[config.mk]
export PLATFORM = sky130hd
export DESIGN_NAME = tmds_period_mux
export DESIGN_NICKNAME = d
export VERILOG_FILES = /design/src/rtl/tmds_period_mux_pkg.sv /design/src/rtl/tmds_lookahead_delay.sv /design/src/rtl/tmds_period_mux.sv
export SDC_FILE = /design/constraint.sdc
export NUM_CORES = 1
export LEC_CHECK = 0
export BUFFER_PORTS_ARGS = -buffer_cell sky130_fd_sc_hd__buf_2
export CAP_MARGIN = 20
export CORE_UTILIZATION = 35
export CTS_BUF_LIST = sky130_fd_sc_hd__clkbuf_8
export DETAILED_ROUTE_END_ITERATION = 8
export GPL_ROUTABILITY_DRIVEN = 0
export SYNTH_ARGS = -nofsm -noshare
export SYNTH_HDL_FRONTEND = slang
export SYNTH_SLANG_ARGS = --single-unit
[constraint.sdc]
create_clock -name pixelClock -period 1.9 [get_ports pixelClock]
set_input_delay 0 -clock pixelClock [delete_from_list [all_inputs] [get_ports pixelClock]]
set_output_delay 0 -clock pixelClock [all_outputs]
set_load 0.02 [all_outputs]
[src/rtl/tmds_period_mux_pkg.sv]
// rtl/tmds_period_mux_pkg.sv - TMDS symbol constants, period codes and CTL symbol helper
package tmds_period_mux_pkg;

    localparam logic [9:0] CTL_00 = 10'b1101010100;
    localparam logic [9:0] CTL_01 = 10'b0010101011;
    localparam logic [9:0] CTL_10 = 10'b0101010100;
    localparam logic [9:0] CTL_11 = 10'b1010101011;

    localparam logic [9:0] VIDEO_GUARD_CH0   = 10'b1011001100;
    localparam logic [9:0] VIDEO_GUARD_CH1   = 10'b0100110011;
    localparam logic [9:0] VIDEO_GUARD_CH2   = 10'b1011001100;
    localparam logic [9:0] ISLAND_GUARD_CH12 = 10'b0100110011;

    localparam int PREAMBLE_CHARS = 8;
    localparam int GUARD_CHARS    = 2;

    typedef enum logic [2:0] {
        PERIOD_CTL    = 3'd0,
        PERIOD_PRE    = 3'd1,
        PERIOD_GUARD  = 3'd2,
        PERIOD_VIDEO  = 3'd3,
        PERIOD_ISLAND = 3'd4
    } period_t;

    function automatic logic [9:0] ctl_symbol(input logic c1, input logic c0);
        logic [9:0] sym;
        case ({c1, c0})
            2'b00:   sym = CTL_00;
            2'b01:   sym = CTL_01;
            2'b10:   sym = CTL_10;
            default: sym = CTL_11;
        endcase
        return sym;
    endfunction

endpackage

[src/rtl/tmds_lookahead_delay.sv]
// rtl/tmds_lookahead_delay.sv - resettable shift register delaying the merged symbol/control bus
module tmds_lookahead_delay #(
    parameter int WIDTH = 95,
    parameter int DEPTH = 10
) (
    input  logic             clk,
    input  logic             resetn,
    input  logic [WIDTH-1:0] din,
    output logic [WIDTH-1:0] dout
);

    logic [WIDTH-1:0] stages [DEPTH];

    // Flushing to zero makes every stage look like blanking: DE, island actives and syncs all 0.
    always_ff @(posedge clk) begin
        if (!resetn) begin
            for (int i = 0; i < DEPTH; i++) stages[i] <= '0;
        end else begin
            stages[0] <= din;
            for (int i = 1; i < DEPTH; i++) stages[i] <= stages[i-1];
        end
    end

    assign dout = stages[DEPTH-1];

endmodule

[src/rtl/tmds_period_mux.sv]
// rtl/tmds_period_mux.sv - merges video, island and control symbols with look-ahead preamble/guard insertion
module tmds_period_mux
    import tmds_period_mux_pkg::*;
#(
    parameter int LOOKAHEAD = 10
) (
    input  logic       pixelClock,
    input  logic       resetN,
    input  logic       hSync,
    input  logic       vSync,
    input  logic       videoEnable,
    input  logic [9:0] videoCh0,
    input  logic [9:0] videoCh1,
    input  logic [9:0] videoCh2,
    input  logic       hbIslandActive,
    input  logic [9:0] hbCh0,
    input  logic [9:0] hbCh1,
    input  logic [9:0] hbCh2,
    input  logic       vbIslandActive,
    input  logic [9:0] vbCh0,
    input  logic [9:0] vbCh1,
    input  logic [9:0] vbCh2,
    output logic [9:0] channel0,
    output logic [9:0] channel1,
    output logic [9:0] channel2,
    output logic [2:0] period,
    output logic       islandCollision
);

    localparam int W = 95;

    logic [W-1:0] bus_in;
    logic [W-1:0] bus_dly;

    assign bus_in = {videoEnable, vSync, hSync, videoCh0, videoCh1, videoCh2,
                     hbIslandActive, hbCh0, hbCh1, hbCh2,
                     vbIslandActive, vbCh0, vbCh1, vbCh2};

    // One extra stage is the input capture; the look-ahead window itself is LOOKAHEAD deep.
    tmds_lookahead_delay #(.WIDTH(W), .DEPTH(LOOKAHEAD + 1)) u_delay (
        .clk    (pixelClock),
        .resetn (resetN),
        .din    (bus_in),
        .dout   (bus_dly)
    );

    logic       d_de, d_vs, d_hs, d_hb, d_vb;
    logic [9:0] d_v0, d_v1, d_v2, d_hb0, d_hb1, d_hb2, d_vb0, d_vb1, d_vb2;

    assign {d_de, d_vs, d_hs, d_v0, d_v1, d_v2,
            d_hb, d_hb0, d_hb1, d_hb2,
            d_vb, d_vb0, d_vb1, d_vb2} = bus_dly;

    logic [3:0] count;
    logic       de_prev;

    always_ff @(posedge pixelClock) begin
        if (!resetN) begin
            count   <= '0;
            de_prev <= 1'b0;
        end else begin
            de_prev <= videoEnable;
            if (videoEnable && !de_prev)
                count <= 4'(LOOKAHEAD);
            else if (count != 4'd0)
                count <= count - 4'd1;
        end
    end

    period_t    nxt_period;
    logic [9:0] nxt_ch0, nxt_ch1, nxt_ch2;
    logic       collide;

    always_comb begin
        nxt_period = PERIOD_CTL;
        nxt_ch0    = ctl_symbol(d_vs, d_hs);
        nxt_ch1    = CTL_00;
        nxt_ch2    = CTL_00;
        if (d_de) begin
            nxt_period = PERIOD_VIDEO;
            nxt_ch0    = d_v0;
            nxt_ch1    = d_v1;
            nxt_ch2    = d_v2;
        end else if (count != 4'd0 && count <= 4'(GUARD_CHARS)) begin
            nxt_period = PERIOD_GUARD;
            nxt_ch0    = VIDEO_GUARD_CH0;
            nxt_ch1    = VIDEO_GUARD_CH1;
            nxt_ch2    = VIDEO_GUARD_CH2;
        end else if (count > 4'(GUARD_CHARS)) begin
            nxt_period = PERIOD_PRE;
            nxt_ch1    = CTL_01;
        end else if (d_hb) begin
            nxt_period = PERIOD_ISLAND;
            nxt_ch0    = d_hb0;
            nxt_ch1    = d_hb1;
            nxt_ch2    = d_hb2;
        end else if (d_vb) begin
            nxt_period = PERIOD_ISLAND;
            nxt_ch0    = d_vb0;
            nxt_ch1    = d_vb1;
            nxt_ch2    = d_vb2;
        end
    end

    // An island that loses to a video-side period, or two islands at once, is a source-side bug.
    assign collide = (d_hb && d_vb) ||
                     ((d_hb || d_vb) && (nxt_period == PERIOD_PRE ||
                                         nxt_period == PERIOD_GUARD ||
                                         nxt_period == PERIOD_VIDEO));

    always_ff @(posedge pixelClock) begin
        if (!resetN) begin
            channel0        <= CTL_00;
            channel1        <= CTL_00;
            channel2        <= CTL_00;
            period          <= PERIOD_CTL;
            islandCollision <= 1'b0;
        end else begin
            channel0        <= nxt_ch0;
            channel1        <= nxt_ch1;
            channel2        <= nxt_ch2;
            period          <= nxt_period;
            islandCollision <= islandCollision | collide;
        end
    end

endmodule

==> results of run 1 <==
per-layer routing:
| layer | up-vias | track usage | part of all wire |
|---|---|---|---|
| met3 | 157 | 0.03482 | 0.049 |
| met4 | 0 | 0.07546 | 0.046 |
| li1 | 8405 | - | - |
| met1 | 7346 | 0.1369 | 0.44 |
| met2 | 385 | 0.1958 | 0.47 |
| met5 | - | 0 | 0 |
cell usage after synthesis (5+ instances only):
cell type     n  area share
clkbuf_1    118       0.015
and2_1     1048        0.22
nand2_1      23      0.0029
o21ai_1       9      0.0015
nor2b_1      11      0.0023
dfxtp_1    1083        0.73
nand3_1       6      0.0010
a22oi_1       6      0.0015
a21oi_1      18      0.0030
o21ai_0      11      0.0018
nand2b_1      7      0.0015
buf_2        12      0.0020
a22o_1        9      0.0026
nor2_1       15      0.0019
nor3_1        5     0.00084
logic make-up (layout without fill, tap and decap cells):
family                     after synthesis  after routing  synth area share
AOI/OAI and AO/OA                       83             83           0.01924
muxes                                    2              2         0.0007561
buffers and inverters                  138            720           0.01840
adders and majority gates                4              4          0.001680
other                                    0              2                 0
and+or+nand+nor                       1118           1118            0.2317
xor gates and xnor gates                 1              1         0.0002941
DFF                                   1083           1083            0.7279
area by class of cell:
cell class,instances,share of cell area
inverters,4,0.0003984
repair buffers,440,0.1012
flip-flops and latches,1083,0.5752
well taps,1134,0.03764
multi-input cells,1208,0.2005
clock inverters,72,0.01036
clock buffers,204,0.07449
diodes,2,0.0001328
report_power, final:
group | internal (mW) | switching, mW
sequential | 23.1 | 0.142
clock | 9.78 | 8.10
combinational | 0.768 | 0.599
total | 33.6 | 8.84
timing repair:
item,in CTS,in global routing
setup endpoints to repair,0,3
setup buffers,0,0
hold buffers,286,0
gates resized for setup,0,1
hold endpoints to repair,1081,0
cells in the final DEF, fill, tap and decap left out, types with 2 or more instances in the layout:
cell and n:
nor3_1 5, a21boi_0 2, ha_1 4, a211o_1 2
nor2b_1 10, a221oi_1 3, nand3_1 6, a22o_1 9
or3_1 2, o21ai_1 9, o21a_1 2, clkinv_2 15
o311ai_1 3, a22oi_1 6, buf_2 129, diode_2 2
a2111oi_1 3, o22ai_1 2, buf_12 9, mux2_2 2
clkinvlp_4 8, inv_8 2, nand2_1 23, clkinv_8 2
buf_4 15, a221o_1 2, a21oi_1 18, inv_1 47
and2_1 1048, o211ai_1 2, dlygate4sd3_1 286, o21ai_0 11
nor2_1 15, o221ai_1 4, nand2b_1 7, dfxtp_1 1083
clkbuf_8 204
worst paths after layout:
kind	startpoint	to	cells after the start
setup reg to reg	count[0]	channel0[2]	4
hold / removal	videoEnable	count[3]	4
hold reg to reg	u_delay.stages[0][691]	u_delay.stages[0][786]	1
setup / recovery	count[0]	channel0[2]	4
flip-flops by register name, summed over array words and instances (netlist names):
signal / count
u_delay.stages: 1045
channel0: 10
channel1: 10
channel2: 10
count: 4
period: 3
islandCollision: 1
worst reg2reg max path: stages, from the launching register on:
cell and delay (ps):
dfxtp_1 420, a211oi_2 650, o311ai_0 290, a21oi_1 270
o21ai_1 100
==> flow_metrics.tcl, run 1 <==
set metrics [dict create \
    synthArstFlopShare 0 \
    finalNetCount 2999 \
    coreArea_um2 83950 \
    powerDensity_nw_per_um2 1127 \
    fin_setup_tns_ps 0 \
    pre_cts_ws_ps 162.2 \
    clock.fmax_mhz 537.3 \
    setup_viol 0 \
    drv_cap 0 \
    clockBufferDepth 3 \
    path_buf_inv 0 \
    critPathLaunchType "flop" \
    die_w_um 293.7 \
    final_core_util 0.4490 \
    layout.area.seq_um2 21680 \
    grt_pass1_wl_um 82970 \
    status "complete, no violations" \
    antenna_found_initial 1 \
    gr-total-overflow 0 \
    grt_util_all_layers 0.1196 \
    p_total_mw 42.48 \
    wire_per_inst_um 12.06 \
    r2r_slack_ps 40 \
    placed_cell_area_um2 31620 \
    htreeDepth 4 \
    slowest_stage "a211oi_2" \
    die_h_um 293.7 \
    grt_max_degree 194 \
    dp_cells 3583 \
    syn_area_per_cell_um2 12.26 \
    via_per_inst 3.929 \
    ys_ff_latch 1083 \
    vdd_drop_max_uv 658.9 \
    slew_violations 0 \
    drc_errors 0 \
    cts_tree "built" \
    cts_sinks 1083 \
    multi_input_area_um2 7557 \
    postSynthCellCount 2429 \
    drt_wl_total_um 50010 \
    slew_headroom 0.5518 \
    dr.pass1.iters 6 \
    fin_crit_ps 1861 \
    finClkSkew_ps 27.55 \
    hold_class "in -> reg" \
    synth-edff-count 0 \
    synth_flop_cell "dfxtp_1" \
    fin_crit_sh 0.9796 \
    root_buffer "clkbuf_8" \
    worst_ep_arrival_time_ps 2510 \
    synth_area_um2 29780 \
    worst_pin_slew_ps 671.1 \
    path_cells "a211oi_2, o311ai_0, a21oi_1, o21ai_1" \
    ioPinCount 131 \
    dr.first_iter.drc_count 647 \
    dpl.hpwl_um 30600 \
    final-hold-violation-count 0 \
    ant_nets 0 \
    cp.required_ps 2550 \
    clk_latency_ps 760 \
    whs_ps 181.4 \
    fillCellCount 7622 \
    ys_warn_count 0 \
    start_util 0.3548 \
    cpPeakStageDelay_ps 650 \
    yosysSeqAreaShare 0.7279 \
    setup_ws_ps 38.79 \
    dieArea_um2 86270 \
    critPathMaxFanout 10 \
    final-instance-count-excl-fill 4147 \
    layout-drive-gt1-share 0.1305 \
    rsz0062_at_grt "no" \
    endpoint_kind "flop" \
    cp_top_family "compound AO/OA/AOI/OAI gates" \
    grt_pass1_vias 16940 \
    power.leakage_nw 16.00 \
    cts_buffers 161 \
    critPathKind "reg -> reg" \
    rows 106 \
    yosysUniqueCellTypes 38 \
    io_buffer_count 130 \
    syn-num-nets 2530 \
    syn_to_final_growth_pct 26.55 \
    vias 16290 \
    fin_area_um2 37690 \
    clkTransAtPathRegs_ps 60 \
]
Power figures use the tool's default switching activity.
==> run 2, diff against run 1 <==
- PLACE_DENSITY_LB_ADDON: unset -> 0.08
==> run 2 against run 1 <==
Register-to-register slack better by 130 ps. Clock skew is 4.6 ps lower. Final cell count is 0.27% higher. Clock-buffer cell count is 4 lower. Sequential cell count stayed put. Sequential share of layout area is 0.074 points higher. Total power is 0.34% higher. Global-route usage is 0.26 points higher. Die area stayed put. Critical path type unchanged. Highest routed layer unchanged.
==> flow_metrics.tcl, run 2 (synthesized netlist as in run 1, its figures left out) <==
set metrics [dict create \
    io_buffer_count 130 \
    path_buf_inv 0 \
    cpPeakStageDelay_ps 470 \
    die_w_um 293.7 \
    path_cells "nor4_4, o21ai_2, a2111oi_1, o21ai_1" \
    powerDensity_nw_per_um2 1132 \
    hold_class "in -> reg" \
    vdd_drop_max_uv 596.6 \
    cp.required_ps 2540 \
    syn_to_final_growth_pct 26.39 \
    top_register "u_delay.stages" \
    worst_ep_arrival_time_ps 2370 \
    dr.pass1.iters 5 \
    min_path_cells 4 \
    grt_max_degree 157 \
    dieArea_um2 86270 \
    die_h_um 293.7 \
    drc_errors 0 \
    ioPinCount 131 \
    swShare 0.2136 \
    slowest_stage "nor4_4" \
    finClkSkew_ps 23.00 \
    largest_register_ffs 1045 \
    root_buffer "clkbuf_8" \
    drv_cap 0 \
    fillCellCount 7889 \
    fin_crit_sh 0.9115 \
    reg2regPathDepth 4 \
    post_cts_buffers 0 \
    dr.first_iter.drc_count 668 \
    layout_common_cells "1083 x dfxtp_1, 1048 x and2_1, 286 x dlygate4sd3_1" \
    setup_viol 0 \
    final-hold-violation-count 0 \
    combinationalPowerShare 0.032 \
    grt_pass1_vias 17010 \
    grt_pass1_wl_um 85320 \
    critPathLaunchType "flop" \
    clock.fmax_mhz 577.4 \
    worst_pin_slew_ps 924.9 \
    p_total_mw 42.63 \
    clockBufferDepth 3 \
    cts_tree "built" \
    endpoint_kind "flop" \
    clkTransAtPathRegs_ps 70 \
    rsz0062_at_grt "no" \
    dpl.hpwl_um 31080 \
    clk_latency_ps 780 \
    fin_setup_tns_ps 0 \
    htreeDepth 4 \
    critPathKind "reg -> reg" \
    ant_nets 0 \
    rows 106 \
    start_util 0.3548 \
    critPathMaxFanout 8 \
    status "complete, no violations" \
    via_per_inst 3.902 \
    power.leakage_nw 16.07 \
    gr-total-overflow 0 \
    drt_wl_total_um 51270 \
    internal_power_mw 33.52 \
    wire_per_inst_um 12.33 \
    cp_top_family "compound AO/OA/AOI/OAI gates" \
    grt_util_all_layers 0.1222 \
    cts_sinks 1083 \
    antenna_found_initial 1 \
    path_depth 4 \
    final_common_cell "dfxtp_1" \
    slew_headroom 0.3821 \
    cts_buffers 174 \
    layout-drive-gt1-share 0.1234 \
    p_clk_frac 0.423 \
    coreArea_um2 83950 \
    switching_power_mw 9.103 \
    seqPwrFrac 0.545 \
    fin_crit_ps 1732 \
    finalNetCount 3005 \
    slew_violations 0 \
    vias 16230 \
]
[run 2: changes by cell type in the layout (fill, tap and decap cells not counted), sizes merged]
cell    previous run  this run
diode              2         1
clkinv            17         5
inv               50        85
buf              154       147
clkbuf           204       200
[run 2: area by class of cell]
class                   count  area (um2)  area share
repair buffers            433        3751     0.09965
well taps                1134        1419     0.03769
multi-input cells        1208        7562      0.2009
diodes                      1       2.502  0.00006648
flip-flops and latches   1083       21680      0.5760
clock buffers             200        2753     0.07313
clock inverters            95       459.2     0.01220
inverters                   4       15.01   0.0003989
[run 2: routing by layer]
metal / track usage / up-vias / part of all wire
met5: 0 / - / 0
met4: 0.07520 / 0 / 0.044
met3: 0.03595 / 159 / 0.049
met2: 0.1744 / 374 / 0.41
met1: 0.1618 / 7273 / 0.50
li1: - / 8419 / -
[run 2: final timing paths]
path                          start                      to  slack (ps)
max                        count[1]             channel2[6]         170
min                     videoEnable                count[3]         150
max reg2reg                count[1]             channel2[6]         170
min reg2reg  u_delay.stages[0][843]  u_delay.stages[0][938]         410
[run 2: what timing repair did]
action / in CTS / in global routing
endpoints found under the hold margin: 968 / 0
hold buffers: 286 / 0
gates resized for setup: 0 / 1
endpoints found under the setup margin: 0 / 4
[run 2: metrics by stage]
stage                       util  instance area (um2)  instances  hold slack, ps  setup slack [ps]
final                     0.4484                37640       4158           149.6             168.1
after global routing      0.4484                37640       4158           94.18             15.09
after CTS                 0.4483                37630       4157           36.55             119.0
after detailed placement  0.3759                31560       3576           208.1             171.4
after global placement    0.3759                31560       3576           212.3             218.7
after floorplan                -                29780       2429           121.7             454.1
[run 2: power groups by stage]
stage / logic [mW] / clock network, mW / registers [mW]
2_1_floorplan: 0.568 / 0 / 23.7
3_3_place_gp: 0.903 / 0 / 23.7
3_5_place_dp: 0.928 / 0 / 23.7
4_1_cts: 1.36 / 18.9 / 23.2
5_1_grt: 1.50 / 20.0 / 23.2
6_report: 1.35 / 18.1 / 23.2
[run 2: tightest hold or removal path, cell delays in order]
cell	delay (ps)
dlygate4sd3_1	540
buf_2	130
nand2b_1	120
a21boi_0	110
==> run 3, diff against run 2 <==
- CELL_PAD_IN_SITES_DETAIL_PLACEMENT: unset -> 0
- CELL_PAD_IN_SITES_GLOBAL_PLACEMENT: unset -> 1
==> run 3 against run 2 <==
Via count shrank 0.44%. Die area unchanged. Global-route usage rose by 0.13 points. Register-to-register slack lost 20 ps. Highest routed layer unchanged.
==> flow_metrics.tcl, run 3 (synthesized netlist as in run 1, its figures left out) <==
set metrics [dict create \
    critPathLaunchType "flop" \
    fin_setup_tns_ps 0 \
    dp_cells 3585 \
    power.leakage_nw 15.92 \
    die_h_um 293.7 \
    hold_class "in -> reg" \
    min_path_cells 3 \
    finalNetCount 2971 \
    start_util 0.3548 \
    dpl.hpwl_um 32430 \
    setup_ws_ps 146.6 \
    rsz0062_at_grt "no" \
    placed_cell_area_um2 31610 \
    grt_pass1_wl_um 85970 \
    status "complete, no violations" \
    die_w_um 293.7 \
    layout_common_cells "1083 x dfxtp_1, 1048 x and2_1, 247 x dlygate4sd3_1" \
    critPathKind "reg -> reg" \
    fin_area_um2 37400 \
    path_cells "nor4_4, o21ai_2, a2111oi_1, o21ai_1" \
    grt_pass1_vias 17080 \
    dieArea_um2 86270 \
    io_buffer_count 130 \
    slew_violations 0 \
    clock.fmax_mhz 570.3 \
    grt_util_all_layers 0.1235 \
    cts_buffers 170 \
    fin_crit_ps 1753 \
    cpPeakStageDelay_ps 460 \
    layout-drive-gt1-share 0.1313 \
    critPathMaxFanout 8 \
    rows 106 \
    finClkSkew_ps 29.46 \
    antenna_found_initial 2 \
    cts_tree "built" \
    largest_register_ffs 1045 \
    coreArea_um2 83950 \
    root_buffer "clkbuf_8" \
    wire_per_inst_um 12.51 \
    cts_sinks 1083 \
    final_common_cell "dfxtp_1" \
    setup_viol 0 \
    final_core_util 0.4454 \
    worst_ep_arrival_time_ps 2380 \
    whs_ps 209.6 \
    ioPinCount 131 \
    top_register "u_delay.stages" \
    dr.first_iter.drc_count 625 \
    post_cts_buffers 0 \
    slowest_stage "nor4_4" \
    clk_latency_ps 770 \
    drc_errors 0 \
    dr.pass1.iters 4 \
    pre_cts_ws_ps 170.5 \
    htreeDepth 4 \
    slew_headroom 0.5776 \
    reg2regPathDepth 4 \
    clockBufferDepth 3 \
    grt_max_degree 186 \
    vdd_drop_max_uv 554.5 \
    powerDensity_nw_per_um2 1149 \
    gr-total-overflow 0 \
    p_total_mw 42.96 \
    final-hold-violation-count 0 \
    endpoint_kind "flop" \
    clkTransAtPathRegs_ps 60 \
    worst_pin_slew_ps 633.6 \
    via_per_inst 3.913 \
    vias 16150 \
    fin_crit_sh 0.9228 \
    drt_wl_total_um 51640 \
    drv_cap 0 \
    syn_to_final_growth_pct 25.56 \
    final-instance-count-excl-fill 4128 \
    cp.required_ps 2530 \
    ant_nets 0 \
]
run 3: what timing repair did:
| item | 4_1_cts | 5_1_grt |
|---|---|---|
| gates resized for setup | 0 | 0 |
| endpoints found under the hold margin | 864 | 0 |
| hold buffers | 247 | 0 |
run 3: worst paths after layout:
kind,startpoint,end,slack [ps]
setup / recovery,count[1],channel2[6],150
hold / removal,resetN,channel0[2],210
setup reg to reg,count[1],channel2[6],150
hold reg to reg,u_delay.stages[0][453],u_delay.stages[0][548],410
run 3: report_power, final:
group	total (mW)	switching, mW	internal, mW
Combinational	1.31	0.595	0.715
Sequential	23.2	0.130	23.1
Clock	18.4	8.39	10.0
Total	43.0	9.12	33.8
run 3: final cells by class:
class                           instances  area [um2]
Inverter                                4       15.01
Multi-Input combinational cell       1208        7555
Clock buffer                          212        2918
Clock inverter                         83       390.4
Fill cell                            7911       46560
Tap cell                             1134        1419
Antenna cell                            1       2.502
Sequential cell                      1083       21680
Timing Repair Buffer                  403        3416
run 3: routing by layer:
metal,part of all wire,track usage
met5,0,0
met4,0.036,0.06923
met2,0.42,0.1835
met1,0.49,0.1613
met3,0.057,0.03437
run 3: critical path: cells and delay by family (launching register included):
family	cells	cell delay [ps]
AO/OA/AOI/OAI	3	750
AND/OR/NAND/NOR	1	460
flip-flops	1	410
